==> config.mk <==
export PLATFORM = sky130hd
export DESIGN_NAME = fibonacci_gen
export DESIGN_NICKNAME = d
export VERILOG_FILES = /design/src/rtl/fib_pkg.sv /design/src/rtl/fib_adder.sv /design/src/rtl/fibonacci_gen.sv
export SDC_FILE = /design/constraint.sdc
export NUM_CORES = 1
export LEC_CHECK = 0
export ABC_AREA = 1
export ABC_CLOCK_PERIOD_IN_PS = 1750
export BUFFER_PORTS_ARGS = -buffer_cell sky130_fd_sc_hd__buf_2
export CORE_ASPECT_RATIO = 0.5
export CORE_MARGIN = 10
export CORE_UTILIZATION = 51
export CTS_CLUSTER_SIZE = 30
export DETAILED_ROUTE_END_ITERATION = 10
export MAX_ROUTING_LAYER = met4
export PLACE_DENSITY_LB_ADDON = 0.05
export SLEW_MARGIN = 20
export SYNTH_ARGS = -nofsm -noshare
export SYNTH_HDL_FRONTEND = slang
export SYNTH_SLANG_ARGS = --single-unit
==> constraint.sdc <==
create_clock -name clk -period 1.75 [get_ports clk]
set_input_delay 0.175 -clock clk [delete_from_list [all_inputs] [get_ports clk]]
set_output_delay 0.175 -clock clk [all_outputs]
set_load 0.005 [all_outputs]
==> src/rtl/fib_pkg.sv <==
// Shared types and default parameter values for the Fibonacci term generator.
package fib_pkg;

  typedef enum logic [1:0] {
    StIdle,
    StRun,
    StDone
  } fib_state_e;

  localparam int unsigned DefWidth    = 8;
  localparam int unsigned DefCntW     = 8;
  localparam int unsigned DefSaturate = 0;

endpackage

==> src/rtl/fib_adder.sv <==
// Adds two Fibonacci terms at WIDTH+1 bits; carry reports the true overflow even when clamped.
module fib_adder
  import fib_pkg::*;
#(
  parameter int unsigned WIDTH    = DefWidth,
  parameter int unsigned SATURATE = DefSaturate
) (
  input  logic [WIDTH-1:0] a,
  input  logic [WIDTH-1:0] b,
  output logic [WIDTH-1:0] sum,
  output logic             carry
);

  logic [WIDTH:0] full;

  always_comb begin
    full  = {1'b0, a} + {1'b0, b};
    carry = full[WIDTH];
    sum   = full[WIDTH-1:0];
    if ((SATURATE != 0) && carry) begin
      sum = '1;
    end
  end

endmodule

==> src/rtl/fibonacci_gen.sv <==
// Streams n_terms Fibonacci terms from two seeds over a valid/ready handshake.
module fibonacci_gen
  import fib_pkg::*;
#(
  parameter int unsigned WIDTH    = DefWidth,
  parameter int unsigned CNT_W    = DefCntW,
  parameter int unsigned SATURATE = DefSaturate
) (
  input  logic             clk,
  input  logic             rst_n,
  input  logic             start,
  input  logic             abort,
  input  logic [CNT_W-1:0] n_terms,
  input  logic [WIDTH-1:0] seed0,
  input  logic [WIDTH-1:0] seed1,
  output logic             busy,
  output logic [WIDTH-1:0] out_term,
  output logic             out_valid,
  input  logic             out_ready,
  output logic             out_last,
  output logic             done,
  output logic             overflow
);

  fib_state_e       state_q, state_d;
  logic [WIDTH-1:0] prev_q, prev_d;
  logic [WIDTH-1:0] cur_q, cur_d;
  logic [CNT_W-1:0] k_q, k_d;
  logic [CNT_W-1:0] n_q, n_d;
  logic             ovf_q, ovf_d;

  logic [WIDTH-1:0] sum;
  logic             carry;
  logic             is_last;

  fib_adder #(
    .WIDTH    (WIDTH),
    .SATURATE (SATURATE)
  ) u_adder (
    .a     (prev_q),
    .b     (cur_q),
    .sum   (sum),
    .carry (carry)
  );

  assign is_last = (k_q == (n_q - CNT_W'(1)));

  always_comb begin
    state_d = state_q;
    prev_d  = prev_q;
    cur_d   = cur_q;
    k_d     = k_q;
    n_d     = n_q;
    ovf_d   = ovf_q;
    unique case (state_q)
      StIdle: begin
        if (start) begin
          n_d     = n_terms;
          cur_d   = seed0;
          // seed1 parks in prev so the first advance just swaps the two registers
          prev_d  = seed1;
          k_d     = '0;
          ovf_d   = 1'b0;
          state_d = (n_terms == '0) ? StDone : StRun;
        end
      end
      StRun: begin
        if (abort) begin
          state_d = StDone;
        end else if (out_ready) begin
          if (is_last) begin
            state_d = StDone;
          end else begin
            k_d    = k_q + CNT_W'(1);
            prev_d = cur_q;
            if (k_q == '0) begin
              cur_d = prev_q;
            end else begin
              cur_d = sum;
              if (carry) begin
                ovf_d = 1'b1;
              end
            end
          end
        end
      end
      StDone: state_d = StIdle;
      default: state_d = StIdle;
    endcase
  end

  always_ff @(posedge clk or negedge rst_n) begin
    if (!rst_n) begin
      state_q <= StIdle;
      prev_q  <= '0;
      cur_q   <= '0;
      k_q     <= '0;
      n_q     <= '0;
      ovf_q   <= 1'b0;
    end else begin
      state_q <= state_d;
      prev_q  <= prev_d;
      cur_q   <= cur_d;
      k_q     <= k_d;
      n_q     <= n_d;
      ovf_q   <= ovf_d;
    end
  end

  assign busy      = (state_q == StRun);
  assign out_valid = (state_q == StRun);
  assign out_last  = (state_q == StRun) && is_last;
  assign done      = (state_q == StDone);
  assign out_term  = cur_q;
  assign overflow  = ovf_q;

endmodule

; ---- Word level (Yosys, flattened, before mapping)
; Index checks and enable logic that the tools add are counted.
[word_totals]
register_bits = 35
in_bits = 29
out_inout_bits = 13
word_cells = 58
[classes]
eq_ne = 11
mux = 29
n_addsub = 3
reduce_logical = 9
[op_table]
columns = operator, count
row1 = $mux 8, 13
row2 = $pmux 8 s2, 3
row3 = $logic_not 8->1, 2
row4 = $mux 2, 5
row5 = $add 8x8->9, 1
row6 = $add 8x1->8 const B, 1
row7 = $eq 8x8->1, 1
row8 = $ne 2x2->1 const B, 4
row9 = $sub 8x1->8 const B, 1
row10 = $reduce_and 7->1, 1
row11 = $mux 1, 6
row12 = $ne 3x2->1 const B, 2
row13 = $reduce_and 5->1, 1
row14 = $ne 2x1->1 const B, 2
row15 = $pmux 2 s2, 1
row16 = $reduce_and 3->1, 1
row17 = $eq 2x1->1 const B, 1
row18 = $eq 2x2->1 const B, 1
row19 = $logic_not 2->1, 1
row20 = $pmux 1 s2, 1
row21 = $reduce_and 2->1, 1
row22 = $reduce_bool 2->1, 1
row23 = $logic_and 1x1->1, 1

; ---- Depth between registers and ports, before layout
[logic_depth]
ltp_word = 7
depth_mapped = 16
mapped_depth_nobuf = 15

; ---- Cells and area by module
; From an unflattened synthesis, not the netlist that was laid out.
[unflattened]
cells_unflattened = 345
area_unflattened_um2 = 2462.4
[modules_own_cells]
columns = mod, area_each_um2, seq_area_each_um2, cells_each, n_inst
row1 = fibonacci_gen, 2118.3, 875.8, 286, 1
row2 = fib_adder, 344.1, 0.0, 59, 1

; ---- Least setup slack after synthesis
; OpenSTA, ideal clock, no wires.
[synth_path]
path_type = register to register
startpoint = register n_q[0]
endpoint = register k_q[6]
setup_time_ns = 0.119
arrival_time_ns = 1.708
setup_slack_ns = -0.077
stages_incl_launch_ff = 17
period_less_slack_ns = 1.827
path_buffers = 1
required_time_ns = 1.631
path_cell_list = dfrtp_1 > inv_2 > ha_1 > inv_1 > nand2_1 > nand2_1 > nor2_1 > nand2_1 > nor2_1 > nand3_1 > nor2_2 > nand3_2 > nand2_4 > inv_4 > buf_6 > nand2_2 > o21ai_2
[synth_between]
elab_chain_len = 4
[synth_lines]
columns = element, line_no
row1 = from (decl), fibonacci_gen.sv:29  ; logic [CNT_W-1:0] n_q, n_d;
row2 = from (signal assigned), fibonacci_gen.sv:105  ; n_q <= n_d;
row3 = $sub 8x1->8, fibonacci_gen.sv:46  ; assign is_last = (k_q == (n_q - CNT_W'(1)));
row4 = $eq 8x8->1, fibonacci_gen.sv:46
row5 = $ne 2x2->1 (no line), -
row6 = $reduce_and 5->1 (no line), -
row7 = to (signal assigned), fibonacci_gen.sv:104  ; k_q <= k_d;
row8 = to (decl), fibonacci_gen.sv:28  ; logic [CNT_W-1:0] k_q, k_d;
; No other way between the ends.
; A chain may end at the register's enable or synchronous reset.

; ---- Final worst setup path
[layout_path]
startpoint = register n_q[1]
endpoint = output out_last
[layout_between]
elab_chain_len = 3
[layout_lines]
columns = element, line_no
row1 = $sub 8x1->8, fibonacci_gen.sv:46
row2 = $eq 8x8->1, fibonacci_gen.sv:46
row3 = $logic_and 1x1->1, fibonacci_gen.sv:112  ; assign out_last = (state_q == StRun) && is_last;
row4 = to (decl), fibonacci_gen.sv:20  ; output logic out_last,
; No other way between the ends.

==> results.cfg <==
[sta]
worst_slew_pin_slew_ns = 0.6245
finalCriticalPeriod_ns = 2.066
setup_violations = 27
hold_violations = 0
finClkSkew_ns = 0.004428
fin_ws_ns = -0.3156
fin_crit_sh_pct = 118.0
rsz0062_at_grt = yes
tns_ns = -6.208
fmax_mhz = 484.1
final-max-slew-violation-count = 0
max-slew-margin-rel_pct = 58.36

[worst_setup_path]
criticalPathCategory = reg2out
startpoint_type = flop
arrival_ns = 1.89
r2r_cells = 17
crit_chain = inv_2 > ha_4 > inv_2 > nand2_1 > nand2_1 > nor2_1 > nand2_1 > nor2_1 > nand3_1 > nor2_2 > nand3_2 > buf_6 > inv_2 > buf_6
crit_required_ns = 1.57
endpoint_kind = output port
path_delay_family = simple AND/OR/NAND/NOR gates
worstPathBufferInverterCount = 5
crit_slowest_cell = dfrtp_1
worst_path_largest_cell_delay_ns = 0.38
path_max_fanout = 2
critical_path_depth = 14

[clock_tree]
cts_tree = built
numCtsBuffers = 5
clkSinkCount = 35
clockBufferDepth = 2
cts-root-buf = clkbuf_8
htreeDepth = 2
clk_pin_slew_ns = 0.07
insertion_delay_ns = 0.30

[global_route]
antenna_found_initial = 0
grt_pass1_vias = 2461
grt_overflow_total = 0
grt_pass1_wl_um = 11510
grt_max_degree = 26
grt_usage_pct = 17.24

[yosys]
synth_area_leaders = dfrtp_1 (35%), nand2_1 (15%), ha_1 (5.5%), inv_1 (5.3%), o21ai_2 (5.3%)
netlist_area_um2 = 2502
yosys.area_share.xor_xnor_pct = 4.750
postSynthNetCount = 385
netlist-cell-type-count = 33
synth-async-reset-ratio_pct = 100.0
yosysTopAreaCellShare_pct = 35.00
synth.avg_cell_area_um2 = 7.274
synthSimpleGateAreaFrac_pct = 30.15
synth_edf_count = 0
synth_top_family_by_area = simple AND/OR/NAND/NOR gates
synth-compound-area-share_pct = 14.40
ys_warn_count = 0
yosys.area.top_type = dfrtp_1
netlist_top_cells_count = nand2_1 (99), dfrtp_1 (35), inv_1 (35)
postSynthCellCount = 344
synth_ff_type = dfrtp_1
ys_ff_latch = 35
synth.most_common_cell = nand2_1
synth.yosys.seq_area_share_pct = 35.00
synth-adder-area-share_pct = 6.300
synthMuxAreaShare_pct = 0

[routing]
drtPass1Iterations = 5
routed_via_density = 5.099
drt_iter0_drc = 168
post_drt_wl_per_cell_um = 14.15
dr_total_vias = 2463
wirelength_um = 6834
drc = 0
ant_nets = 0

[min_path]
holdPathStages = 3
min-delay-path-class = in2reg

[pwr]
power_density_nw_per_um2 = 1806
switchingPower_mw = 2.749
irDropWorstVdd_mv = 1.020
p_sw_share_pct = 46.81
power_frac_seq_pct = 24.3
p_clk_share_pct = 9.8
power_leakage_nw = 1.716
total_power_mw = 5.872
power.internal_mw = 3.123
power_frac_comb_pct = 65.9

[placed_design]
hpwl_um = 4779
routabilityCongestion = 0.8490
port_buffers = 41
dp.cells = 463

[final_layout]
fin_util_pct = 71.11
num-fill-cells = 360
multi_input_area_um2 = 1461
fin_nets = 459
finalNonFillerCells = 483
area_growth_pct = 29.95
diodes = 0
final-seq-area_um2 = 875.8
layout-drive-gt1-share_pct = 31.89

[run]
drv_cap = 0

[run_status]
status = finished, violations left
violations = setup timing

[die]
ios = 42
num_rows = 17
die_height_um = 69.53
initial_core_util_pct = 54.72
die_area_um2 = 8278
core-area_um2 = 4573
dieWidth_um = 119.1
-- power groups by stage --
stage | clock (mW) | sequential [mW] | combinational, mW
finish | 0.575 | 1.43 | 3.87
global route | 0.636 | 1.48 | 4.30
CTS | 0.592 | 1.42 | 3.74
detailed placement | 0 | 1.42 | 3.27
global placement | 0 | 1.41 | 3.19
floorplan | 0 | 1.38 | 2.33
-- flip-flops by register name, summed over array words and instances (netlist names) --
signal	cells
k_q	8
out_term	8
n_q	8
prev_q	8
state_q	2
overflow	1
-- logic make-up (layout without fill, tap and decap cells) --
family	after synthesis	count (layout)
XOR/XNOR	12	12
adder cells (fa/ha/maj)	12	12
AO/OA/AOI/OAI	57	57
flip-flops	35	35
buffers and inverters	53	126
AND/OR/NAND/NOR	175	175
-- what timing repair did --
item / in CTS / in global routing
buffers inserted: 18 / 4
pin swaps: 5 / 9
cloned: 2 / 0
gates resized for setup: 21 / 13
hold endpoints to repair: 23 / 0
setup endpoints to repair: 27 / 28
hold buffers: 1 / 0
-- metal layers --
metal | wire length, um | track usage [%]
met5 | 0 | -
met4 | 102 | 6.125
met3 | 396 | 4.372
met2 | 3200 | 27.61
met1 | 3135 | 20.59
-- path summary, 6_finish.rpt --
path / from / end / slack [ns]
min: seed0[0] / out_term[0] / 0.09
max: n_q[1] / out_last / -0.32
max in group asynchronous: rst_n / prev_q[6] / 0.78
max reg2reg: n_q[1] / overflow / -0.28
min in group asynchronous: rst_n / n_q[3] / 0.43
min reg2reg: state_q[1] / state_q[1] / 0.50
-- cells in the final DEF, fill, tap and decap left out, types with 4 or more instances in the layout --
cell type	count
nand2_1	96
buf_2	40
dfrtp_1	35
inv_1	31
nor2_1	30
buf_4	29
nand3_1	19
o21ai_0	16
o21ai_2	16
a21oi_1	14
nand2_2	12
xor2_1	10
ha_1	10
inv_2	8
nand4_1	5
clkbuf_8	5
buf_6	5
nand3_2	4
-- metrics by stage --
step	cell area, um2	hold slack [ns]	worst slack (ns)
6_report	3252	0.08577	-0.3156
2_1_floorplan	2515	-0.1206	-0.05279
5_1_grt	3252	0.09422	-0.4469
3_5_place_dp	2908	0.2247	-0.2141
4_1_cts	3223	0.07553	-0.3302
3_3_place_gp	2908	0.2147	-0.1490
-- worst min-delay path: stages --
cell and delay, ns:
buf_2 0.07, nand2_1 0.04, nand3_1 0.06
-- area by class of cell --
cell class,instances,area share (%)
multi-input combinational,256,44.94
inverter,40,5.117
sequential,35,26.93
tap,66,2.539
timing repair inverter,1,0.5002
clock buffer,6,2.232
timing repair buffer,79,17.74
Note: power is estimated with default switching activity, not from simulation.
